## src/rtl/mac_accumulator_if.sv

```systemverilog
// Handshake and data bundle between the multiplier/control side and the MAC accumulator.
// master drives job control, products and drain-ready; slave is the accumulator.
interface mac_accumulator_if #(
  parameter int WIDTH_MUL = 32,
  parameter int ACC_W     = 40,
  parameter int CNT_W     = 8
);
  logic                 start;
  logic [CNT_W-1:0]     k_len;
  logic                 in_valid;
  logic [WIDTH_MUL-1:0] prod_in;
  logic                 in_ready;
  logic                 out_valid;
  logic                 out_ready;
  logic [ACC_W-1:0]     acc_out;
  logic                 ovf;
  logic                 busy;

  modport master (
    output start, k_len, in_valid, prod_in, out_ready,
    input  in_ready, out_valid, acc_out, ovf, busy
  );

  modport slave (
    input  start, k_len, in_valid, prod_in, out_ready,
    output in_ready, out_valid, acc_out, ovf, busy
  );
endinterface

```

## src/rtl/mac_accumulator.sv

```systemverilog
// Accumulates K multiplier products into a wide register with optional saturation.
// Result valid the cycle after the last accept; in_ready stalls the multiplier outside ACC.
module mac_accumulator #(
  parameter int WIDTH_MUL = 32,
  parameter int ACC_W     = 40,
  parameter int SIGNED    = 0,
  parameter int SATURATE  = 1,
  parameter int CNT_W     = 8
) (
  input logic              clk,
  input logic              rst_n,
  mac_accumulator_if.slave bus
);

  typedef enum logic [1:0] {IDLE, ACC, DONE} state_t;

  state_t           state, state_nxt;
  logic [ACC_W-1:0] acc, acc_nxt;
  logic [CNT_W-1:0] cnt, cnt_nxt;
  logic             ovf, ovf_nxt;

  logic [ACC_W-1:0] prod_ext;
  logic [ACC_W:0]   sum;
  logic             sum_ovf;
  logic [ACC_W-1:0] sat_val;
  logic [ACC_W-1:0] acc_sum;

  // One guard bit above the accumulator exposes both signed and unsigned overflow.
  always_comb begin
    prod_ext = '0;
    sum      = '0;
    sum_ovf  = 1'b0;
    sat_val  = '1;
    if (SIGNED != 0) begin
      prod_ext = ACC_W'($signed(bus.prod_in));
      sum      = {acc[ACC_W-1], acc} + {prod_ext[ACC_W-1], prod_ext};
      sum_ovf  = sum[ACC_W] ^ sum[ACC_W-1];
      sat_val  = sum[ACC_W] ? {1'b1, {(ACC_W-1){1'b0}}} : {1'b0, {(ACC_W-1){1'b1}}};
    end else begin
      prod_ext = ACC_W'(bus.prod_in);
      sum      = {1'b0, acc} + {1'b0, prod_ext};
      sum_ovf  = sum[ACC_W];
      sat_val  = '1;
    end
    acc_sum = (sum_ovf && (SATURATE != 0)) ? sat_val : sum[ACC_W-1:0];
  end

  always_comb begin
    state_nxt = state;
    acc_nxt   = acc;
    cnt_nxt   = cnt;
    ovf_nxt   = ovf;
    case (state)
      IDLE: begin
        if (bus.start) begin
          acc_nxt   = '0;
          ovf_nxt   = 1'b0;
          cnt_nxt   = bus.k_len;
          state_nxt = (bus.k_len == '0) ? DONE : ACC;
        end
      end
      ACC: begin
        if (bus.in_valid) begin
          acc_nxt = acc_sum;
          ovf_nxt = ovf | sum_ovf;
          cnt_nxt = cnt - CNT_W'(1);
          if (cnt == CNT_W'(1)) state_nxt = DONE;
        end
      end
      DONE: begin
        // A start during the drain handshake chains straight into the next job.
        if (bus.out_ready) begin
          if (bus.start) begin
            acc_nxt   = '0;
            ovf_nxt   = 1'b0;
            cnt_nxt   = bus.k_len;
            state_nxt = (bus.k_len == '0) ? DONE : ACC;
          end else begin
            state_nxt = IDLE;
          end
        end
      end
      default: state_nxt = IDLE;
    endcase
  end

  always_ff @(posedge clk) begin
    if (!rst_n) begin
      state <= IDLE;
      acc   <= '0;
      cnt   <= '0;
      ovf   <= 1'b0;
    end else begin
      state <= state_nxt;
      acc   <= acc_nxt;
      cnt   <= cnt_nxt;
      ovf   <= ovf_nxt;
    end
  end

  assign bus.in_ready  = (state == ACC);
  assign bus.out_valid = (state == DONE);
  assign bus.busy      = (state != IDLE);
  assign bus.acc_out   = acc;
  assign bus.ovf       = ovf;

endmodule

```

## src/flat_wrapper.sv

```systemverilog
// flat-port wrapper written by rule: the top's interface ports become plain ports
module mac_accumulator_flat 
#(
  parameter int WIDTH_MUL = 32,
  parameter int ACC_W     = 40,
  parameter int SIGNED    = 0,
  parameter int SATURATE  = 1,
  parameter int CNT_W     = 8
)
  (clk, rst_n, bus_start, bus_k_len, bus_in_valid, bus_prod_in, bus_out_ready, bus_in_ready, bus_out_valid, bus_acc_out, bus_ovf, bus_busy);
  mac_accumulator_if #(.WIDTH_MUL(WIDTH_MUL), .ACC_W(ACC_W), .CNT_W(CNT_W)) bus_i ();
  input logic clk;
  input logic rst_n;
  input wire logic [$bits(bus_i.start)-1:0] bus_start;
  input wire logic [$bits(bus_i.k_len)-1:0] bus_k_len;
  input wire logic [$bits(bus_i.in_valid)-1:0] bus_in_valid;
  input wire logic [$bits(bus_i.prod_in)-1:0] bus_prod_in;
  input wire logic [$bits(bus_i.out_ready)-1:0] bus_out_ready;
  output wire logic [$bits(bus_i.in_ready)-1:0] bus_in_ready;
  output wire logic [$bits(bus_i.out_valid)-1:0] bus_out_valid;
  output wire logic [$bits(bus_i.acc_out)-1:0] bus_acc_out;
  output wire logic [$bits(bus_i.ovf)-1:0] bus_ovf;
  output wire logic [$bits(bus_i.busy)-1:0] bus_busy;
  assign bus_i.start = bus_start;
  assign bus_i.k_len = bus_k_len;
  assign bus_i.in_valid = bus_in_valid;
  assign bus_i.prod_in = bus_prod_in;
  assign bus_i.out_ready = bus_out_ready;
  assign bus_in_ready = bus_i.in_ready;
  assign bus_out_valid = bus_i.out_valid;
  assign bus_acc_out = bus_i.acc_out;
  assign bus_ovf = bus_i.ovf;
  assign bus_busy = bus_i.busy;
  mac_accumulator #(.WIDTH_MUL(WIDTH_MUL), .ACC_W(ACC_W), .SIGNED(SIGNED), .SATURATE(SATURATE), .CNT_W(CNT_W)) u_core (.clk(clk), .rst_n(rst_n), .bus(bus_i));
endmodule
```

## config.mk

```make
export PLATFORM = sky130hd
export DESIGN_NAME = mac_accumulator_flat
export DESIGN_NICKNAME = d
export VERILOG_FILES = /design/src/rtl/mac_accumulator_if.sv /design/src/rtl/mac_accumulator.sv /design/src/flat_wrapper.sv
export SDC_FILE = /design/constraint.sdc
export NUM_CORES = 1
export LEC_CHECK = 0
export ABC_CLOCK_PERIOD_IN_PS = 3000
export BUFFER_PORTS_ARGS = -buffer_cell sky130_fd_sc_hd__buf_2
export CAP_MARGIN = 10
export CORE_AREA = 2 2 93 95
export CTS_BUF_LIST = sky130_fd_sc_hd__clkbuf_2
export DETAILED_ROUTE_END_ITERATION = 12
export DIE_AREA = 0 0 95 97
export GPL_ROUTABILITY_DRIVEN = 0
export HOLD_SLACK_MARGIN = 0.08
export PLACE_DENSITY_LB_ADDON = 0.1
export SLEW_MARGIN = 10
export SYNTH_ARGS = -nofsm -noshare
export SYNTH_HDL_FRONTEND = slang
export SYNTH_SLANG_ARGS = --single-unit
```

## constraint.sdc

```tcl
create_clock -name clk -period 3 [get_ports clk]
set_input_delay 0.15 -clock clk [delete_from_list [all_inputs] [get_ports clk]]
set_output_delay 0.15 -clock clk [all_outputs]
set_load 0.005 [all_outputs]
```

==> reports/metrics.cfg <==
[outcome]
status = complete, no violations

[final_layout]
drive_gt1_share_pct = 20.19
fillCellCount = 784
multi_input_area_sq_mm = 0.002868
num_antenna_cells = 0
area_delta_synth_final_pct = 15.84
fin_nets = 699
ff_latch_area_sq_mm = 0.001021
fin_cells = 724

[floorplanning]
initial_core_util_pct = 49.53
die_h_um = 97
num_io_pins = 89
die_area_sq_mm = 0.009215
placementRows = 33
die_w_um = 95
core_sq_mm = 0.008134

[logic_synthesis]
postSynthCellCount = 537
synth_edf_count = 0
synth_mux_area_share_pct = 0.2484
synthXorXnorAreaFrac_pct = 6.522
synth-seq-area-share_pct = 25.34
synth_top_family_by_area = compound AO/OA/AOI/OAI gates
async_reset_ff_share_pct = 0
yosys.area_share.simple_pct = 23.42
synth_seq_cells = 51
synth_compound_area_share_pct = 29.41
synth_cell_types = 62
syn_avg_cell_area_sq_um = 7.503
synthAdderAreaFrac_pct = 11.06
synth_area_sq_mm = 0.004029
synth_nets = 617
yosysWarnings = 0
ys.flop_type = dfxtp_1

[detailed_routing]
vias = 4124
drc = 0
antenna_left = 0
drt-wirelength-per-cell_um = 14.73
first_iter_violations = 164
via_per_inst = 5.696
finalWirelength_mm = 10.67
drtPass1Iterations = 5

[clock_tree]
clock-sinks = 51
clk_pin_slew_ps = 270
cts_tree = yes
numCtsBuffers = 5
ctsLongestPathBuffers = 2
cts_max_level = 2
cts_root_buf = clkbuf_2
insertion_delay_ps = 450

[global_routing]
grt_pass1_wl_mm = 17.38
grt_overflow = 0
track_usage_pct = 22.88
first_global_vias = 3747
antenna_found_initial = 0
grt_max_degree = 24

[setup_path]
arrival_ps = 3170
critPathCaptureType = register
reg2reg_slack_ps = 180
crit_fanout = 3
cp-startpoint = u_core.bus.acc_out[0]
worst-setup-path-type = register to register
timing.rr.start = u_core.bus.acc_out[0]
cp.required_ps = 3350
worstSetupStartpointType = register

[timing]
setup_viol = 0
slew_violations = 0
hold_viol = 0
setup_tns_ps = 0
tightest_slew_ps = 686.8
max_freq_mhz = 354.5
relSlewSlack_pct = 54.22
timing.final.crit_share_pct = 94.03
worst_clock_skew_ps = 17.94
fin_crit_ps = 2821

[power]
p_leak_nw = 2.344
p_per_area_mw_per_mm2 = 405.5
irDropWorstVdd_uv = 184.7

[hold_path]
hold_class = input pin to register
min_from = bus_k_len[2]

[placed_design]
dp_hpwl_mm = 8.090
dp.cells = 707
portBuffers = 88

[run]
drv_cap = 0

path summary, 6_finish.rpt:
check | end | cells after the start
min | u_core.cnt[2] | 5
min reg2reg | u_core.bus.acc_out[2] | 2
max | u_core.bus.acc_out[26] | 11
max reg2reg | u_core.bus.acc_out[26] | 11
power breakdown:
part | total (W) | internal (W) | switching, W
clock | 0.000283 | 0.0000493 | 0.000233
combinational | 0.000810 | 0.000328 | 0.000482
sequential | 0.000799 | 0.000741 | 0.0000587
total | 0.00189 | 0.00112 | 0.000774
kinds of logic after synthesis:
family          after synthesis
fa+ha+maj                    35
mux                           1
compound gates              173
flops                        51
simple gates                209
xor+xnor                     30
buf+inv                      38
critical path, cell delays in order (launching register included):
cell and delay (ps):
dfxtp_1 390, ha_1 230, fa_1 430, a211oi_2 260
o211ai_2 160, a31oi_2 170, a21oi_2 130, a41oi_2 280
o21ai_2 140, a221oi_2 290, xor2_1 170, a21oi_1 80
synthesized netlist by cell type (9+ instances only):
cell type  number  area share, %
nand2_1       111             10
ha_1           34             11
o311a_1        10            2.5
clkbuf_1       18            1.7
xnor2_1        13            2.8
a21o_1         19            3.5
a31oi_1        10            1.6
nand4_1        11            1.7
o21ai_1        15            1.9
dfxtp_1        51             25
o21ai_0        23            2.9
a21oi_1        50            6.2
nor2_1         33            3.1
buf_2           9            1.1
inv_1           9           0.84
xor2_1         17            3.7
nand3_1        12            1.5
what timing repair did:
item	CTS	global route
setup endpoints to repair	0	36
buffers inserted	0	1
resized for setup	0	3
hold buffers	9	0
hold endpoints to repair	18	0
through the flow:
stage | power, W | hold WS (ps) | utilization [%] | instance area, sq um | setup WS (ps)
global placement | 0.001579 | 442.1 | 55.55 | 4518 | 176.7
global route | 0.002021 | 115.6 | 57.38 | 4667 | -14.53
floorplan | 0.001382 | 369.0 | - | 4029 | 391.9
finish | 0.001892 | 108.9 | 57.38 | 4667 | 179.0
CTS | 0.001892 | 85.47 | 57.07 | 4642 | 69.93
detailed placement | 0.001595 | 451.6 | 55.55 | 4518 | 128.0
state kept, by name, indices dropped and copies added, names as in the netlist:
name and cells:
u_core.bus.acc_out 40, u_core.cnt 8, u_core.state 2, u_core.bus.ovf 1
layer usage:
layer	global-route usage, %	share of wire, %	up-vias
li1	-	-	2099
met1	32.64	49	1922
met2	36.77	46	98
met3	3.349	4.9	5
met4	4.125	0.63	0
met5	0	0	-
cell type report:
class	instances	area share, %
inverter	10	0.8043
clock inverter	2	0.1877
tap	105	2.815
sequential	51	21.88
multi-input combinational	448	61.45
clock buffer	5	0.5362
timing repair buffer	103	12.33
layout by cell type, fill, tap and decap left out, types with 13 or more instances in the layout:
cell	Yosys	routed
o21ai_1	15	13
nand2_1	111	111
a21oi_1	50	50
ha_1	34	34
xor2_1	17	17
xnor2_1	13	13
buf_2	9	88
a21o_1	19	19
o21ai_0	23	23
nor2_1	33	33
dfxtp_1	51	51
No activity file was read; power rests on OpenSTA's default activity.
